[src/rtl/cpu_pkg.sv]
// Shared core constants: datapath/register-index widths and write-back result selects.
package cpu_pkg;

  localparam int unsigned N      = 32;
  localparam int unsigned ADDR_W = 5;

  localparam logic [1:0] WB_SEL_ALU  = 2'b00;
  localparam logic [1:0] WB_SEL_LOAD = 2'b01;
  localparam logic [1:0] WB_SEL_PC4  = 2'b10;

endpackage

[src/rtl/reg_scoreboard.sv]
// Pending-write scoreboard: one busy bit per register, RAW/WAW stall to decode.
// With WB_FORWARD_EN the retiring write is masked out of the hazard lookup.
module reg_scoreboard #(
  parameter int unsigned ADDR_W = cpu_pkg::ADDR_W
) (
  input  logic              clk,
  input  logic              rst,
  input  logic              issue_valid,
  input  logic [ADDR_W-1:0] issue_rd,
  input  logic [ADDR_W-1:0] issue_rs1,
  input  logic [ADDR_W-1:0] issue_rs2,
  input  logic              rf_write,
  input  logic [ADDR_W-1:0] rf_rd,
  output logic              stall
);

  localparam int unsigned NumRegs = 1 << ADDR_W;

  logic [NumRegs-1:0] busy_q, busy_d;
  logic               hz_rs1, hz_rs2, hz_rd;

  always_comb begin
    hz_rs1 = (issue_rs1 != '0) & busy_q[issue_rs1];
    hz_rs2 = (issue_rs2 != '0) & busy_q[issue_rs2];
    hz_rd  = (issue_rd  != '0) & busy_q[issue_rd];
`ifdef WB_FORWARD_EN
    // The retiring value is forwarded, so its register is no longer a hazard.
    if (rf_write && (rf_rd == issue_rs1)) hz_rs1 = 1'b0;
    if (rf_write && (rf_rd == issue_rs2)) hz_rs2 = 1'b0;
    if (rf_write && (rf_rd == issue_rd))  hz_rd  = 1'b0;
`endif
    stall = issue_valid & (hz_rs1 | hz_rs2 | hz_rd);
  end

  always_comb begin
    busy_d = busy_q;
    if (rf_write) busy_d[rf_rd] = 1'b0;
    // Set after clear so a coinciding new writer keeps the bit.
    if (issue_valid && !stall && (issue_rd != '0)) busy_d[issue_rd] = 1'b1;
    busy_d[0] = 1'b0;
  end

  always_ff @(posedge clk) begin
    if (rst) busy_q <= '0;
    else     busy_q <= busy_d;
  end

endmodule

[src/rtl/reg_writeback.sv]
// Write-back stage: MEM/WB register, result select, register-file write driver,
// commit counter and hazard scoreboard. Optional macro WB_FORWARD_EN adds forwarding.
import cpu_pkg::*;

module reg_writeback #(
  parameter int unsigned N      = cpu_pkg::N,
  parameter int unsigned ADDR_W = cpu_pkg::ADDR_W
) (
  input  logic              clk,
  input  logic              rst,
  input  logic              issue_valid,
  input  logic [ADDR_W-1:0] issue_rd,
  input  logic [ADDR_W-1:0] issue_rs1,
  input  logic [ADDR_W-1:0] issue_rs2,
  output logic              stall,
  input  logic              mem_valid,
  input  logic              mem_reg_write,
  input  logic [ADDR_W-1:0] mem_rd,
  input  logic [1:0]        mem_wb_sel,
  input  logic [N-1:0]      mem_alu_result,
  input  logic [N-1:0]      mem_load_data,
  input  logic [N-1:0]      mem_pc_plus4,
  output logic              rf_write,
  output logic [ADDR_W-1:0] rf_rd,
  output logic [N-1:0]      rf_write_data,
  output logic [31:0]       wb_count
`ifdef WB_FORWARD_EN
  ,
  output logic              fwd_rs1_hit,
  output logic              fwd_rs2_hit,
  output logic [N-1:0]      fwd_data
`endif
);

  logic [N-1:0] wb_result;

  always_comb begin
    case (mem_wb_sel)
      WB_SEL_LOAD: wb_result = mem_load_data;
      WB_SEL_PC4:  wb_result = mem_pc_plus4;
      default:     wb_result = mem_alu_result;
    endcase
  end

  // The register file writes combinationally, so these must only move on edges.
  always_ff @(posedge clk) begin
    if (rst) begin
      rf_write      <= 1'b0;
      rf_rd         <= '0;
      rf_write_data <= '0;
      wb_count      <= '0;
    end else begin
      rf_write      <= mem_valid & mem_reg_write & (mem_rd != '0);
      rf_rd         <= mem_rd;
      rf_write_data <= wb_result;
      if (rf_write) wb_count <= wb_count + 32'd1;
    end
  end

  reg_scoreboard #(
    .ADDR_W(ADDR_W)
  ) u_scoreboard (
    .clk        (clk),
    .rst        (rst),
    .issue_valid(issue_valid),
    .issue_rd   (issue_rd),
    .issue_rs1  (issue_rs1),
    .issue_rs2  (issue_rs2),
    .rf_write   (rf_write),
    .rf_rd      (rf_rd),
    .stall      (stall)
  );

`ifdef WB_FORWARD_EN
  assign fwd_rs1_hit = rf_write & (rf_rd == issue_rs1) & (issue_rs1 != '0);
  assign fwd_rs2_hit = rf_write & (rf_rd == issue_rs2) & (issue_rs2 != '0);
  assign fwd_data    = rf_write_data;
`endif

endmodule

[config.mk]
export PLATFORM = sky130hd
export DESIGN_NAME = reg_writeback
export DESIGN_NICKNAME = d
export VERILOG_FILES = /design/src/rtl/cpu_pkg.sv /design/src/rtl/reg_scoreboard.sv /design/src/rtl/reg_writeback.sv
export SDC_FILE = /design/constraint.sdc
export NUM_CORES = 1
export LEC_CHECK = 0
export CAP_MARGIN = 10
export CORE_UTILIZATION = 49
export DETAILED_ROUTE_END_ITERATION = 8
export GPL_ROUTABILITY_DRIVEN = 0
export PLACE_DENSITY = 0.93
export SKIP_CTS_REPAIR_TIMING = 1
export SLEW_MARGIN = 20
export SYNTH_ARGS = -nofsm -noshare
export SYNTH_HDL_FRONTEND = slang
export SYNTH_HIERARCHICAL = 1
export SYNTH_SLANG_ARGS = --single-unit
[constraint.sdc]
create_clock -name clk -period 5 [get_ports clk]
set_input_delay 1 -clock clk [delete_from_list [all_inputs] [get_ports clk]]
set_output_delay 1 -clock clk [all_outputs]
set_load 0.01 [all_outputs]
# ---- Word-level counts from Yosys, hierarchy flattened
# Index checks and enable logic that the tools add are counted.
dict set report op_classes {
  n_addsub 1
  order_cmp 6
  n_eq_ne 2
  muxes 13
  bitwise 11
  reduce_logical 9
}
# operator n
set ops {}
lappend ops {{32-bit 2-to-1 mux} 2}
lappend ops {{32-bit case mux with 2 select lines} 1}
lappend ops {{32-bit by 1-bit adder with 32-bit output, second input constant} 1}
lappend ops {{32-bit AND} 1}
lappend ops {{32-bit inverter} 1}
lappend ops {{32-bit OR} 1}
lappend ops {{5-bit by 6-bit less-than comparator with 1-bit output, second input constant} 4}
lappend ops {{5-bit nonzero test} 4}
lappend ops {{1-bit binary-select mux with 5-bit select} 3}
lappend ops {{1-bit demux with 5-bit select} 2}
lappend ops {{5-bit by 1-bit >= comparator with 1-bit output, second input constant} 2}
lappend ops {{1-bit AND} 6}
lappend ops {{1-bit 2-to-1 mux} 5}
lappend ops {{1-bit logical AND} 4}
lappend ops {{2-bit by 1-bit equality test with 1-bit output, second input constant} 1}
lappend ops {{2-bit equality test, second input constant} 1}
lappend ops {{1-bit OR} 2}
lappend ops {{1-bit logical NOT} 1}
dict set report totals {
  ff_bits 102
  in_bits 123
  output_inout_bits 71
  wordCells 48
}

# ---- Logic depth before layout (Yosys ltp)
dict set report depth {
  depth_word 10
  ltp_mapped 9
  ltp_nobuf 6
}

# ---- Cells and area by module
# The synthesis kept the hierarchy.
# module n_inst cells_per_inst area_per_inst_um2 seq_area_each_um2
set by_module_without_submodules {}
lappend by_module_without_submodules {reg_writeback 1 378 3108.0 1401.3}
lappend by_module_without_submodules {reg_scoreboard 1 266 2386.0 620.6}

# ---- Least setup slack after synthesis
# OpenSTA, ideal clock, no wires.
dict set report synth_timing {
  path_type {input port to output port}
  from {input issue_rs1[0]}
  to {output stall}
  arrival_ns 2.878
  required_time_ns 4.000
  path_slack_ns 1.122
  stages 9
  path_buffers 3
  path_cell_list {clkbuf_1 -> buf_2 -> mux2i_1 -> a22oi_1 -> and3_1 -> nor4_2 -> nand4_2 -> buf_6 -> and2_1}
}
dict set report synth_via {
  elab_chain_cells 6
  word_cells_on_any_way 7
  classes_between {mux: 2; bitwise: 4; reduce/logical: 1}
}
# element line_no
set synth_rtl {}
lappend synth_rtl {{start, declared} reg_writeback.sv:13} ;# input logic [ADDR_W-1:0] issue_rs1,
lappend synth_rtl {{1-bit binary-select mux with 5-bit select} reg_scoreboard.sv:23} ;# hz_rs1 = (issue_rs1 != '0) & busy_q[issue_rs1];
lappend synth_rtl {{1-bit 2-to-1 mux (implied by the code)} reg_scoreboard.sv:23}
lappend synth_rtl {{1-bit AND (*)} reg_scoreboard.sv:23}
lappend synth_rtl {{1-bit OR (*) (2 in series)} reg_scoreboard.sv:32} ;# stall = issue_valid & (hz_rs1 | hz_rs2 | hz_rd);
lappend synth_rtl {{1-bit AND (*)} reg_scoreboard.sv:32}
lappend synth_rtl {{end, declared} reg_writeback.sv:15} ;# output logic stall,
# Mark *: on every way between the ends. The rest lies on a longest branch, timed or not. The select of a mux whose other input is x is not followed.

# ---- Worst setup path in the final report
dict set report layout_timing {
  from {input issue_rd[0]}
  to {output stall}
}
dict set report layout_via {
  elab_chain_cells 5
  word_cells_on_any_way 6
  classes_between {mux: 2; bitwise: 3; reduce/logical: 1}
}
# element line_no
set layout_rtl {}
lappend layout_rtl {{start, declared} reg_writeback.sv:12} ;# input logic [ADDR_W-1:0] issue_rd,
lappend layout_rtl {{1-bit binary-select mux with 5-bit select} reg_scoreboard.sv:25} ;# hz_rd = (issue_rd != '0) & busy_q[issue_rd];
lappend layout_rtl {{1-bit 2-to-1 mux (implied by the code)} reg_scoreboard.sv:25}
lappend layout_rtl {{1-bit AND (*)} reg_scoreboard.sv:25}
lappend layout_rtl {{1-bit OR (*)} reg_scoreboard.sv:32}
lappend layout_rtl {{1-bit AND (*)} reg_scoreboard.sv:32}
# Marks and branches as above.

==> metrics.txt <==
# TYPE chip_impl_metric gauge
chip_impl_info{name="status",value="finished, final reports clean"} 1
chip_impl_metric{name="synth_async_sr_flop_share",unit="%"} 0
chip_impl_metric{name="timing.critical_path.fanout_max",unit=""} 12
chip_impl_metric{name="internal-power",unit="mW"} 1.216
chip_impl_metric{name="critical_path_required",unit="ns"} 4.00
chip_impl_metric{name="area_share_of_fa_ha_maj_cells_after_synthesis",unit="%"} 0.6832
chip_impl_metric{name="num-nets-final",unit=""} 937
chip_impl_metric{name="post_synth_mux_area_share",unit="%"} 9.519
chip_impl_metric{name="pwr_density_cell",unit="nW/um2"} 221.9
chip_impl_metric{name="initial_core_util",unit="%"} 50.46
chip_impl_metric{name="grt_first_pass_wirelength",unit="mm"} 27.54
chip_impl_metric{name="final_report_hold_violation_count",unit=""} 0
chip_impl_metric{name="post_synth_instance_area",unit="um2"} 5494
chip_impl_metric{name="antennaDiodeCount",unit=""} 0
chip_impl_metric{name="worst_margin_pin_slew",unit="ns"} 0.9752
chip_impl_metric{name="detail_route.drc_violations",unit=""} 0
chip_impl_info{name="hold_class",value="flop to flop"} 1
chip_impl_metric{name="synthXorXnorAreaFrac",unit="%"} 1.913
chip_impl_info{name="end_kind",value="output pin"} 1
chip_impl_metric{name="final.min_clock_period",unit="ns"} 4.881
chip_impl_metric{name="grt_overflow",unit=""} 0
chip_impl_info{name="path_class",value="primary input to output pin"} 1
chip_impl_metric{name="post_dp_cell_area",unit="um2"} 7428
chip_impl_metric{name="grt_start_max_net_pins",unit=""} 71
chip_impl_metric{name="largest_voltage_drop_on_the_vdd_net",unit="mV"} 0.1451
chip_impl_metric{name="power.share.clock",unit="%"} 30.6
chip_impl_metric{name="fmax",unit="MHz"} 204.9
chip_impl_metric{name="synth.top_cell.area_share",unit="%"} 36.80
chip_impl_metric{name="synth.net_count",unit=""} 770
chip_impl_metric{name="route.detailed.vias_per_inst",unit=""} 6.276
chip_impl_info{name="ys.flop_type",value="sky130_fd_sc_hd__dfxtp_1"} 1
chip_impl_metric{name="clk_pin_slew_worst_setup_hold_paths",unit="ns"} 0.11
chip_impl_metric{name="clock_insertion_delay_worst_skew",unit="ns"} 0.37
chip_impl_metric{name="initial_antenna_violation_count",unit=""} 0
chip_impl_info{name="root_buffer",value="sky130_fd_sc_hd__clkbuf_8"} 1
chip_impl_metric{name="via_count_of_the_first_global_routing_pass",unit=""} 5607
chip_impl_metric{name="io_pins",unit=""} 194
chip_impl_metric{name="comb_power_share",unit="%"} 19.5
chip_impl_metric{name="cts-buffers-inserted",unit=""} 9
chip_impl_metric{name="routedWlPerCell",unit="um"} 18.72
chip_impl_metric{name="area.growth.synth_to_final",unit="%"} 38.92
chip_impl_metric{name="placement.setup.worst_slack",unit="ns"} 0.1914
chip_impl_info{name="dominant_combinational_cell_family_by_area_after_synthesis",value="simple AND/OR/NAND/NOR gates"} 1
chip_impl_metric{name="postRouteWirelength",unit="mm"} 17.90
chip_impl_metric{name="multiInputGateArea",unit="um2"} 3224
chip_impl_metric{name="numPortBuffers",unit=""} 193
chip_impl_metric{name="switching_power",unit="mW"} 0.4775
chip_impl_info{name="synth_largest_area_cell",value="sky130_fd_sc_hd__dfxtp_1"} 1
chip_impl_metric{name="post_route_cells_drive_above_1_share",unit="%"} 7.353
chip_impl_metric{name="max-cap-violations",unit=""} 0
chip_impl_metric{name="arrival",unit="ns"} 3.88
chip_impl_info{name="synthTopCellsByArea",value="sky130_fd_sc_hd__dfxtp_1 37%, sky130_fd_sc_hd__nor2_1 5.9%, sky130_fd_sc_hd__o31ai_1 5.6%"} 1
chip_impl_metric{name="setup_tns",unit="ns"} 0
chip_impl_metric{name="router_iterations_before_antenna_repair",unit=""} 8
chip_impl_metric{name="dp_hpwl",unit="mm"} 13.23
chip_impl_metric{name="synth_warnings",unit=""} 6
chip_impl_metric{name="seq_power_share",unit="%"} 49.9
chip_impl_info{name="rsz0062_at_grt",value="no"} 1
chip_impl_metric{name="rows",unit=""} 38
chip_impl_metric{name="synth.lib_cells_used.distinct",unit=""} 49
chip_impl_metric{name="synth_seq_cells",unit=""} 101
chip_impl_metric{name="syn-instance-count",unit=""} 644
chip_impl_metric{name="post-route-period-util",unit="%"} 97.62
chip_impl_metric{name="grt_use_total",unit="%"} 30.52
chip_impl_metric{name="final_critical_path_setup_slack",unit="ns"} 0.1192
chip_impl_metric{name="cts_num_sinks",unit=""} 101
chip_impl_metric{name="final-setup-viol-count",unit=""} 0
chip_impl_info{name="critPathLaunchType",value="primary input"} 1
chip_impl_metric{name="fillerInstances",unit=""} 813
chip_impl_metric{name="maxSlewHeadroom",unit="%"} 34.99
chip_impl_metric{name="synth_compound_gate_area_share",unit="%"} 19.40
chip_impl_metric{name="worst_clock_skew",unit="ns"} 0.01469
chip_impl_metric{name="fp.dieArea",unit="um2"} 11640
chip_impl_metric{name="post_synth.cell_area_avg",unit="um2"} 8.531
chip_impl_metric{name="number_of_enable_flip_flop_cells_after_synthesis",unit=""} 0
chip_impl_metric{name="ys_seq_area_share",unit="%"} 36.80
chip_impl_metric{name="die_outline_width",unit="um"} 107.9
chip_impl_metric{name="final_area",unit="um2"} 7632
chip_impl_metric{name="htree_num_levels",unit=""} 3
chip_impl_metric{name="cellLeakagePower",unit="nW"} 2.612
chip_impl_metric{name="dieHeight",unit="um"} 107.9
chip_impl_metric{name="seq_area",unit="um2"} 2022
chip_impl_metric{name="final-max-slew-violation-count",unit=""} 0
chip_impl_metric{name="detail-route-antenna-nets",unit=""} 0
chip_impl_metric{name="cts-root-to-sink-buffers",unit=""} 2
chip_impl_metric{name="layout.core_utilization",unit="%"} 70.10
chip_impl_metric{name="sw_frac_of_total",unit="%"} 28.19
chip_impl_metric{name="synth-simple-area-share",unit="%"} 27.08
chip_impl_info{name="clock_tree_from_tritoncts",value="done"} 1
chip_impl_metric{name="area_of_the_core",unit="um2"} 10890
chip_impl_metric{name="drt_iter0_drc",unit=""} 548
chip_impl_metric{name="num_vias",unit=""} 6000
synthesized netlist by cell type, types with 12 or more instances:
library cell / count
sky130_fd_sc_hd__a21oi_1: 54
sky130_fd_sc_hd__a22oi_1: 37
sky130_fd_sc_hd__clkbuf_1: 26
sky130_fd_sc_hd__dfxtp_1: 101
sky130_fd_sc_hd__mux2i_1: 23
sky130_fd_sc_hd__nand2_1: 41
sky130_fd_sc_hd__nand3b_1: 23
sky130_fd_sc_hd__nand4_1: 12
sky130_fd_sc_hd__nor2_1: 87
sky130_fd_sc_hd__nor2b_1: 31
sky130_fd_sc_hd__o21ai_0: 22
sky130_fd_sc_hd__o31ai_1: 41
sky130_fd_sc_hd__or4_1: 15
power groups by stage:
stage / sequential (mW) / combinational, mW / clock [mW]
after floorplan: 0.870 / 0.141 / 0
after CTS: 0.844 / 0.326 / 0.528
final: 0.845 / 0.331 / 0.518
after global routing: 0.847 / 0.352 / 0.563
after detailed placement: 0.863 / 0.325 / 0
after global placement: 0.862 / 0.315 / 0
path summary, 6_finish.rpt:
check                         start                 endpoint  slack (ns)  depth (start not counted)
min reg2reg            wb_count[19]             wb_count[19]        0.53                          2
max reg2reg  u_scoreboard/busy_q[9]  u_scoreboard/busy_q[25]        2.48                          7
min                    wb_count[19]             wb_count[19]        0.53                          2
max                     issue_rd[0]                    stall        0.12                          9
logic make-up (layout without fill, tap and decap cells):
logic type,after synthesis,in the layout
AO/OA/AOI/OAI,164,164
XOR/XNOR,12,12
adder cells (fa/ha/maj),3,3
buffers and inverters,51,223
flip-flops,101,101
multiplexers,39,39
AND/OR/NAND/NOR,274,274
registers in the layout, indices dropped and copies added, names as in the netlist:
signal               flops
rf_write_data           32
wb_count                32
u_scoreboard/busy_q     31
rf_rd                    5
rf_write                 1
placed cells by master, fill, tap and decap left out, types with 7 or more instances in the layout:
| cell | count |
|---|---|
| sky130_fd_sc_hd__nor3b_1 | 7 |
| sky130_fd_sc_hd__dfxtp_1 | 101 |
| sky130_fd_sc_hd__mux4_2 | 10 |
| sky130_fd_sc_hd__o21ai_0 | 22 |
| sky130_fd_sc_hd__mux2i_1 | 23 |
| sky130_fd_sc_hd__nand3b_1 | 23 |
| sky130_fd_sc_hd__nor2_1 | 87 |
| sky130_fd_sc_hd__xnor2_1 | 9 |
| sky130_fd_sc_hd__or4_1 | 15 |
| sky130_fd_sc_hd__clkdlybuf4s50_1 | 192 |
| sky130_fd_sc_hd__a22oi_1 | 37 |
| sky130_fd_sc_hd__nand4_1 | 12 |
| sky130_fd_sc_hd__clkbuf_8 | 10 |
| sky130_fd_sc_hd__nor4_1 | 8 |
| sky130_fd_sc_hd__nand3_1 | 10 |
| sky130_fd_sc_hd__nand2_1 | 41 |
| sky130_fd_sc_hd__buf_4 | 9 |
| sky130_fd_sc_hd__nor2b_1 | 31 |
| sky130_fd_sc_hd__o31ai_1 | 41 |
| sky130_fd_sc_hd__a21oi_1 | 54 |
metrics by stage:
step / power (mW) / cells / hold slack, ns
after floorplan: 1.011 / 644 / 0.4823
after global placement: 1.177 / 940 / 0.4816
after detailed placement: 1.188 / 940 / 0.5092
after CTS: 1.699 / 956 / 0.5256
after global routing: 1.762 / 956 / 0.5478
final: 1.694 / 956 / 0.5287
critical path: stages:
cell	delay (ns)
sky130_fd_sc_hd__clkdlybuf4s50_1	0.64
sky130_fd_sc_hd__buf_4	0.27
sky130_fd_sc_hd__mux2i_1	0.26
sky130_fd_sc_hd__nor3b_1	0.11
sky130_fd_sc_hd__o41a_1	0.43
sky130_fd_sc_hd__a221oi_1	0.32
sky130_fd_sc_hd__nand4_2	0.19
sky130_fd_sc_hd__and2_1	0.19
sky130_fd_sc_hd__clkdlybuf4s50_1	0.47
per-layer routing:
layer  part of all wire [%]  global-route usage [%]
met5                      0                       0
met3                     11                   6.659
met2                     50                   54.12
met1                     35                   34.01
met4                    4.6                   15.85
layout make-up:
type | count | area share (%)
Clock buffer | 10 | 1.803
Clock inverter | 6 | 0.8033
Inverter | 6 | 0.2951
Multi-Input combinational cell | 492 | 42.25
Sequential cell | 101 | 26.49
Tap cell | 140 | 2.295
Timing Repair Buffer | 201 | 26.07
Power figures use the tool's default switching activity.
